**src/rtl/mem_if_pkg.sv**
```systemverilog
// Shared definitions for the mov/moc memory handshake, used by the
// initiator and by any responder on the same bus.
package mem_if_pkg;

    localparam logic [1:0] TYPE_BYTE    = 2'b00;
    localparam logic [1:0] TYPE_HALF    = 2'b01;
    localparam logic [1:0] TYPE_WORD    = 2'b10;
    localparam logic [1:0] TYPE_ILLEGAL = 2'b11;

    localparam logic [1:0] ERR_OK       = 2'b00;
    localparam logic [1:0] ERR_MISALIGN = 2'b01;
    localparam logic [1:0] ERR_TYPE     = 2'b10;
    localparam logic [1:0] ERR_TIMEOUT  = 2'b11;

    localparam logic RW_READ = 1'b1;

    typedef enum logic [2:0] {
        ST_IDLE    = 3'd0,
        ST_SETUP   = 3'd1,
        ST_STROBE  = 3'd2,
        ST_RELEASE = 3'd3,
        ST_RESP    = 3'd4
    } state_e;

    // Right-justified write data masked to the access width.
    function automatic logic [31:0] fmt_write(input logic [31:0] wdata, input logic [1:0] acc);
        case (acc)
            TYPE_BYTE: fmt_write = {24'h0, wdata[7:0]};
            TYPE_HALF: fmt_write = {16'h0, wdata[15:0]};
            default:   fmt_write = wdata;
        endcase
    endfunction

    function automatic logic [31:0] extend_read(input logic [31:0] dout, input logic [1:0] acc,
                                                input logic sgn);
        case (acc)
            TYPE_BYTE: extend_read = {{24{sgn & dout[7]}}, dout[7:0]};
            TYPE_HALF: extend_read = {{16{sgn & dout[15]}}, dout[15:0]};
            default:   extend_read = dout;
        endcase
    endfunction

endpackage

```
**src/rtl/mem_initiator_moc_sync.sv**
```systemverilog
// Multi-flop synchronizer bringing the asynchronous moc strobe into clk.
module moc_sync #(
    parameter int SYNC_STAGES = 2
) (
    input  logic clk_i,
    input  logic rst_i,
    input  logic d_i,
    output logic q_o
);

    logic [SYNC_STAGES-1:0] sync_q;

    if (SYNC_STAGES < 2) begin : g_depth_check
        $error("moc_sync needs at least two stages");
    end

    always_ff @(posedge clk_i or posedge rst_i) begin
        if (rst_i) begin
            sync_q <= '0;
        end else begin
            sync_q <= {sync_q[SYNC_STAGES-2:0], d_i};
        end
    end

    assign q_o = sync_q[SYNC_STAGES-1];

endmodule

```
**src/rtl/mem_initiator.sv**
```systemverilog
// Bus master for the mov/moc four-phase memory handshake: validates a core
// request, drives the responder, and returns extended read data with status.
module mem_initiator
    import mem_if_pkg::*;
#(
    parameter int TIMEOUT     = 64,
    parameter int SYNC_STAGES = 2
) (
    input  logic        clk,
    input  logic        reset,
    input  logic        req_valid,
    output logic        req_ready,
    input  logic        req_rw,
    input  logic [1:0]  req_type,
    input  logic        req_signed,
    input  logic [31:0] req_addr,
    input  logic [31:0] req_wdata,
    output logic        resp_valid,
    output logic [31:0] resp_rdata,
    output logic [1:0]  resp_err,
    output logic [31:0] mem_addr,
    output logic [31:0] mem_din,
    input  logic [31:0] mem_dout,
    output logic        mem_rw,
    output logic [1:0]  mem_type,
    output logic        mem_mov,
    input  logic        mem_moc
);

    localparam int CNT_W = (TIMEOUT > 2) ? $clog2(TIMEOUT) : 1;
    localparam logic [CNT_W-1:0] CNT_LAST = CNT_W'(TIMEOUT - 1);

    state_e      state_q;
    logic [CNT_W-1:0] cnt_q;
    logic        rw_q;
    logic [1:0]  type_q;
    logic        signed_q;
    logic [31:0] cap_q;
    logic        req_ready_q, resp_valid_q, mem_rw_q, mem_mov_q;
    logic [31:0] resp_rdata_q, mem_addr_q, mem_din_q;
    logic [1:0]  resp_err_q, mem_type_q;
    logic        moc_s;
    logic [1:0]  chk_err_d;
    logic        wait_done_d;

    moc_sync #(.SYNC_STAGES(SYNC_STAGES)) u_moc_sync (
        .clk_i (clk),
        .rst_i (reset),
        .d_i   (mem_moc),
        .q_o   (moc_s)
    );

    always_comb begin
        chk_err_d = ERR_OK;
        if (req_type == TYPE_ILLEGAL) begin
            chk_err_d = ERR_TYPE;
        end else if ((req_type == TYPE_HALF && req_addr[0]) ||
                     (req_type == TYPE_WORD && req_addr[1:0] != 2'b00)) begin
            chk_err_d = ERR_MISALIGN;
        end
    end

    // SETUP and RELEASE wait for moc low, STROBE waits for moc high.
    always_comb begin
        wait_done_d = 1'b0;
        case (state_q)
            ST_SETUP, ST_RELEASE: wait_done_d = ~moc_s;
            ST_STROBE:            wait_done_d = moc_s;
            default:              wait_done_d = 1'b0;
        endcase
    end

    always_ff @(posedge clk or posedge reset) begin
        if (reset) begin
            state_q      <= ST_IDLE;
            cnt_q        <= '0;
            rw_q         <= RW_READ;
            type_q       <= TYPE_BYTE;
            signed_q     <= 1'b0;
            cap_q        <= '0;
            req_ready_q  <= 1'b1;
            resp_valid_q <= 1'b0;
            resp_rdata_q <= '0;
            resp_err_q   <= ERR_OK;
            mem_mov_q    <= 1'b0;
            mem_rw_q     <= RW_READ;
            mem_type_q   <= TYPE_BYTE;
            mem_addr_q   <= '0;
            mem_din_q    <= '0;
        end else begin
            resp_valid_q <= 1'b0;
            case (state_q)
                ST_IDLE: begin
                    if (req_valid) begin
                        rw_q        <= req_rw;
                        type_q      <= req_type;
                        signed_q    <= req_signed;
                        cap_q       <= '0;
                        req_ready_q <= 1'b0;
                        if (chk_err_d != ERR_OK) begin
                            resp_err_q   <= chk_err_d;
                            resp_rdata_q <= '0;
                            resp_valid_q <= 1'b1;
                            state_q      <= ST_RESP;
                        end else begin
                            mem_addr_q <= req_addr;
                            mem_rw_q   <= req_rw;
                            mem_type_q <= req_type;
                            mem_din_q  <= fmt_write(req_wdata, req_type);
                            cnt_q      <= '0;
                            state_q    <= ST_SETUP;
                        end
                    end
                end
                ST_SETUP, ST_STROBE, ST_RELEASE: begin
                    if (wait_done_d) begin
                        cnt_q <= '0;
                        if (state_q == ST_SETUP) begin
                            mem_mov_q <= 1'b1;
                            state_q   <= ST_STROBE;
                        end else if (state_q == ST_STROBE) begin
                            mem_mov_q <= 1'b0;
                            if (rw_q == RW_READ) begin
                                cap_q <= extend_read(mem_dout, type_q, signed_q);
                            end
                            state_q <= ST_RELEASE;
                        end else begin
                            resp_err_q   <= ERR_OK;
                            resp_rdata_q <= cap_q;
                            resp_valid_q <= 1'b1;
                            state_q      <= ST_RESP;
                        end
                    end else if (cnt_q == CNT_LAST) begin
                        // cap_q is still zero unless the timeout hit in RELEASE.
                        mem_mov_q    <= 1'b0;
                        resp_err_q   <= ERR_TIMEOUT;
                        resp_rdata_q <= cap_q;
                        resp_valid_q <= 1'b1;
                        state_q      <= ST_RESP;
                    end else begin
                        cnt_q <= cnt_q + 1'b1;
                    end
                end
                ST_RESP: begin
                    req_ready_q <= 1'b1;
                    state_q     <= ST_IDLE;
                end
                default: begin
                    mem_mov_q   <= 1'b0;
                    req_ready_q <= 1'b1;
                    state_q     <= ST_IDLE;
                end
            endcase
        end
    end

    assign req_ready  = req_ready_q;
    assign resp_valid = resp_valid_q;
    assign resp_rdata = resp_rdata_q;
    assign resp_err   = resp_err_q;
    assign mem_addr   = mem_addr_q;
    assign mem_din    = mem_din_q;
    assign mem_rw     = mem_rw_q;
    assign mem_type   = mem_type_q;
    assign mem_mov    = mem_mov_q;

endmodule

```
**config.mk**
```make
export PLATFORM = sky130hd
export DESIGN_NAME = mem_initiator
export DESIGN_NICKNAME = d
export VERILOG_FILES = /design/src/rtl/mem_if_pkg.sv /design/src/rtl/mem_initiator_moc_sync.sv /design/src/rtl/mem_initiator.sv
export SDC_FILE = /design/constraint.sdc
export NUM_CORES = 1
export LEC_CHECK = 0
export CORE_ASPECT_RATIO = 0.7
export CORE_MARGIN = 10
export CORE_UTILIZATION = 35
export DETAILED_ROUTE_END_ITERATION = 8
export HOLD_SLACK_MARGIN = 0.03
export SETUP_SLACK_MARGIN = 0.3
export SLEW_MARGIN = 20
export SYNTH_ARGS = -nofsm -noshare
export SYNTH_HDL_FRONTEND = slang
export SYNTH_HIERARCHICAL = 1
export SYNTH_SLANG_ARGS = --single-unit
```
**constraint.sdc**
```tcl
create_clock -name clk -period 7.9 [get_ports clk]
set_input_delay 2.37 -clock clk [delete_from_list [all_inputs] [get_ports clk]]
set_output_delay 2.37 -clock clk [all_outputs]
set_load 0.01 [all_outputs]
```
==> impl_metrics.ini, run 1 <==
[outcome]
status = completed

[setup_path]
start_kind = primary input
r2r_start = state_q[2]
cp_max_fo = 91
cp_cell_sequence = clkdlybuf4s50_1, o21ai_0, and2_1, nand2_4, mux2_2
critPathKind = primary input to register
crit_path_end_kind = register
cp_slowest_cell = clkdlybuf4s50_1
cp_slowest_stage_delay_ps = 970
crit_path_start = req_type[1]
worstPathRequired_ps = 8200
critical_path_arrival_ps = 5080

[pwr]
powerDensity_nw_per_um2 = 374.1
power_leakage_nw = 3.941
irDropWorstVdd_mv = 0.1601

[cells_and_area]
drive_gt1_frac = 0.1087
syn_to_final_growth_pct = 43.44
n_antenna_cell = 0
nets = 875

[global_route]
grt_pass1_vias = 4963
grt.overflow.total = 0
grt_max_degree = 107
grt_pass1_wl_um = 27680
antenna_found_initial = 0
track_usage = 0.1411

[clock_tree]
hold_buffers = 0
clkTransAtPathRegs_ps = 60
cts_tree = yes
ctsLongestPathBuffers = 2
cts_root_buf = clkbuf_16
cts_made_buffers = 17
cts_setup_buffers = 0
cts-resized-gates = 0
ctsHtreeMaxLevel = 4
clock-sinks = 151
clock_latency_ps = 410

[placement]
io_buffers = 207
dp_hpwl_um = 12480
gp_congestion = 0.7736
post-place-ws_ps = 2616

[detailed_routing]
drt-total-wl_um = 17180
dr_total_vias = 4729
routed_via_density = 4.645
first_iter_violations = 264
drtAntennaViolNets = 0
remaining_drc_errors = 0
post_drt_wl_per_cell_um = 16.87
dr.pass1.iters = 6

[yosys]
ys_top_cells_by_area = dfrtp_1, nand2_1, mux2_2
synthFlopType = dfrtp_1
async_flop_share = 1.000
synthCells = 580
yosysWarnings = 6
synth-seq-cells = 151
ys_seq_area_frac = 0.5886
synth_commonest_cells = dfrtp_1, nand2_1, o21ai_0, inv_1, mux2i_1
post_synth.cell_area_avg_um2 = 11.08
netlist.area_leader.share = 0.5763
yosysTopAreaCell = dfrtp_1
synth_edf_count = 0
synthesis.area_um2 = 6426
synth.distinct_cells = 44
syn-num-nets = 685
yosysMostFrequentCell = dfrtp_1

[timing]
finalCritPeriodShare = 0.6055
period_minus_slack_ps = 4783
timing.slew.headroom = 0.3409
skew_ps = 6.362
worst_slack_ps = 3117
tightest_slew_ps = 988.6
setup_tns_ps = 0
rsz0062_at_grt = false
fmax_mhz = 209.1
finalSetupViolations = 0
final_max_slew_viol_count = 0
report.final.hold_viol_count = 0

[hold_path]
min_path_type = register to register
hp-start = u_moc_sync/sync_q[0]

[floorplanning]
die_area_um2 = 24270
chipHeight_um = 133.4
ios = 208
std_cell_rows = 41
die_x_um = 182.0
core_um2 = 18010
initial_core_util = 0.3569

[run]
maxCapViolations = 0
final timing paths:
path | to | slack (ps) | cells after the start
setup / recovery | mem_addr[16] | 3120 | 5
hold / removal | u_moc_sync/sync_q[1] | 360 | 0
setup reg to reg | mem_addr[22] | 5330 | 3
hold reg to reg | u_moc_sync/sync_q[1] | 360 | 0
max in group asynchronous | mem_din[16] | 4240 | 3
min in group asynchronous | u_moc_sync/sync_q[1] | 2240 | 2
critical path: cells and delay by family:
kind                   cells  cell delay (ps)
buffers and inverters      1              970
AND/OR/NAND/NOR            2              950
multiplexers               1              420
AO/OA/AOI/OAI              1              290
cell usage in the layout (no fill, tap or decap), drive strengths merged, types with 3 or more instances in the layout:
cell type      count
clkdlybuf4s50    207
dfrtp            148
nand2            119
o21ai             47
mux2              47
inv               43
mux2i             36
nor2b             18
clkbuf            18
o31ai             16
a21o               9
a211oi             9
nor2               8
nand3              6
a21oi              6
clkinvlp           5
or2                5
a31oi              4
and3               3
nand2b             3
dfstp              3
report_power, final:
group          internal, mW  total [mW]  switching [mW]  leakage [nW]
Sequential             1.08        1.28           0.205          1.95
Combinational         0.724        1.36           0.639          1.72
Clock                 0.475       0.802           0.326         0.272
Total                  2.28        3.45            1.17          3.94
routing by layer:
layer  up-vias  track usage  share of wire
met4         0      0.02974          0.011
li1       2317            -              -
met1      2290       0.1753           0.45
met5         -            0              0
met2       113       0.2312           0.48
met3         9      0.05032          0.058
sequential cells by signal, indices dropped and copies added (netlist names):
register / count
cnt_q: 6
resp_valid: 1
rw_q: 1
resp_err: 2
mem_din: 32
state_q: 3
mem_rw: 1
signed_q: 1
u_moc_sync/sync_q: 2
resp_rdata: 32
cap_q: 32
mem_type: 2
req_ready: 1
type_q: 2
mem_addr: 32
mem_mov: 1
kinds of logic after synthesis:
logic type	synth area share
AO/OA/AOI/OAI	0.09988
adder cells (fa/ha/maj)	0.003504
buffers and inverters	0.05315
flip-flops	0.5886
multiplexers	0.1384
AND/OR/NAND/NOR	0.1164
metrics by stage:
stage / hold WS [ps] / area, um2 / utilization / power, mW / instances
global placement: 333.3 / 8626 / 0.4790 / 2.644 / 987
detailed placement: 345.0 / 8630 / 0.4793 / 2.686 / 987
global route: 364.7 / 9218 / 0.5119 / 3.680 / 1018
floorplan: 331.2 / 6426 / - / 2.003 / 580
CTS: 358.7 / 9215 / 0.5118 / 3.508 / 1018
finish: 357.1 / 9218 / 0.5119 / 3.449 / 1018
area by class of cell:
| cell class | count | area, um2 |
|---|---|---|
| Fill cell | 1585 | 8788 |
| Sequential cell | 151 | 3782 |
| Multi-Input combinational cell | 352 | 2316 |
| Tap cell | 236 | 295.3 |
| Timing Repair Buffer | 209 | 2087 |
| Clock buffer | 18 | 439.2 |
| Clock inverter | 13 | 146.4 |
| Inverter | 39 | 151.4 |
Power figures use the tool's default switching activity.
==> run 2: changes to the inputs <==
- clock period: 7.9 -> 4.55 ns (I/O delays scaled with it)
==> run 2 against run 1 <==
  * Worst hold slack got worse by 8.5 ps
  * Design area rose by 0.41%
  * Utilization rose by 0.21 points
  * First-iteration DRC count rose by 10%
  * Routed wire length rose by 2.4%
  * Sequential cell count did not move
  * Largest cell class unchanged
  * Clock skew rose by 4.3 ps
  * Die area did not move
  * Cell count rose by 0.69%
  * Critical path depth rose by 1
  * Global-route usage rose by 0.59 points
==> impl_metrics.ini, run 2 (synthesized netlist as in run 1, its figures left out) <==
[placement]
dp_hpwl_um = 12990
post-place-ws_ps = 979.6
io_buffers = 207
gp_congestion = 0.7477
placedCellCount = 993
placed_area_um2 = 8698

[setup_path]
cp_slowest_cell = clkdlybuf4s50_1
rr_endpoint = cap_q[19]
crit_path_end_kind = register
critPathKind = primary input to register
r2r_slack_ps = 2130
critical_path_arrival_ps = 3430
cp_top_family = buffers and inverters
cp_cell_sequence = clkdlybuf4s50_1, o21ai_0, and2_1, nand2_4, buf_4, mux2_2
r2r_start = state_q[0]
critPathBufInv = 2
cp_max_fo = 36
start_kind = primary input
worstPathRequired_ps = 4850
cp_slowest_stage_delay_ps = 560
rr_worst_depth = 4

[global_route]
grt_max_degree = 117
grt.overflow.total = 0
antenna_found_initial = 0
busiest_layer = met2
grt_pass1_wl_um = 28630
grt_pass1_vias = 5114
use_met3 = 0.04410
track_usage = 0.1470
globalRouteMet1Util = 0.1820
grt_use_met2 = 0.2411

[cells_and_area]
nets = 881
final_cell_mix = clkdlybuf4s50_1, dfrtp_1, nand2_1, o21ai_0, inv_1
instances_no_fill = 1025
finalInstanceArea_um2 = 9255
final_core_util = 0.5140
drive_gt1_frac = 0.1166
syn_to_final_growth_pct = 44.02
final_common_cell = clkdlybuf4s50_1
n_antenna_cell = 0

[detailed_routing]
drtAntennaViolNets = 0
remaining_drc_errors = 0
dr_total_vias = 4861
drt-total-wl_um = 17580
post_drt_wl_per_cell_um = 17.15
first_iter_violations = 291
routed_via_density = 4.742
dr.pass1.iters = 4

[timing]
timing.slew.headroom = 0.3611
finalSetupViolations = 0
rsz0062_at_grt = false
report.final.hold_viol_count = 0
worst_slack_ps = 1428
skew_ps = 10.65
timing.hold.ws_ps = 348.6
setup_tns_ps = 0
period_minus_slack_ps = 3122
final_max_slew_viol_count = 0
fmax_mhz = 320.3
tightest_slew_ps = 956.1
finalCritPeriodShare = 0.6862

[clock_tree]
cts_tree = yes
cts_root_buf = clkbuf_16
ctsLongestPathBuffers = 2
cts_made_buffers = 17
cts-resized-gates = 0
clock-sinks = 151
cts_setup_buffers = 0
clkTransAtPathRegs_ps = 70
hold_buffers = 0
clock_latency_ps = 420
ctsHtreeMaxLevel = 4

[floorplanning]
ios = 208
core_um2 = 18010
die_x_um = 182.0
die_area_um2 = 24270
initial_core_util = 0.3569
std_cell_rows = 41
chipHeight_um = 133.4

[hold_path]
min_path_type = register to register
hp-start = u_moc_sync/sync_q[0]
min_path_cells = 0
hold_end = u_moc_sync/sync_q[1]

[pwr]
powerDensity_nw_per_um2 = 645.0
irDropWorstVdd_mv = 0.2675
power_leakage_nw = 3.967
report.power.total_mw = 5.969

[outcome]
status = completed

[run]
maxCapViolations = 0
==> run 2: cell count changes in the layout (fill, tap and decap cells not counted) <==
cell	delta
buf_12	+2
bufinv_16	-2
inv_6	+2
or2_2	+1
buf_4	+4
inv_8	+3
or2_4	-1
clkinvlp_4	-1
clkbuf_8	-1
==> run 2: power by group <==
group          switching (mW)  total [mW]  internal (mW)
Sequential              0.357        2.23           1.87
Clock                   0.609        1.33          0.720
Combinational            1.13        2.41           1.28
==> run 2: routing by layer <==
metal	wire (um)	vias up
met5	0	-
met3	1013	9
li1	-	2335
met4	129	0
met1	7759	2404
met2	8680	113
==> run 2: how the worst max path moves through the flow <==
stage / startpoint / to / slack, ps / depth (start not counted)
global placement: req_valid / mem_addr[25] / 1010 / 5
detailed placement: req_type[1] / mem_din[7] / 980 / 6
global route: req_type[0] / mem_addr[20] / 1280 / 6
CTS: req_type[1] / mem_addr[8] / 1410 / 6
finish: req_type[1] / mem_addr[15] / 1430 / 6
floorplan: reset / cap_q[0] / 1310 / 1
==> run 2: final cells by class <==
type	count	area, um2
clock buffers	17	425.4
clock inverters	15	131.4
fillers	1598	8751
inverters	39	150.1
multi-input cells	352	2313
flip-flops and latches	151	3782
well taps	236	295.3
repair buffers	215	2157
==> run 2: worst register-to-register path, cell delays in order (launching register included) <==
cell and delay, ps:
dfrtp_1 580, nor2_1 160, nor2_4 750, o21ai_2 470
o31ai_1 370
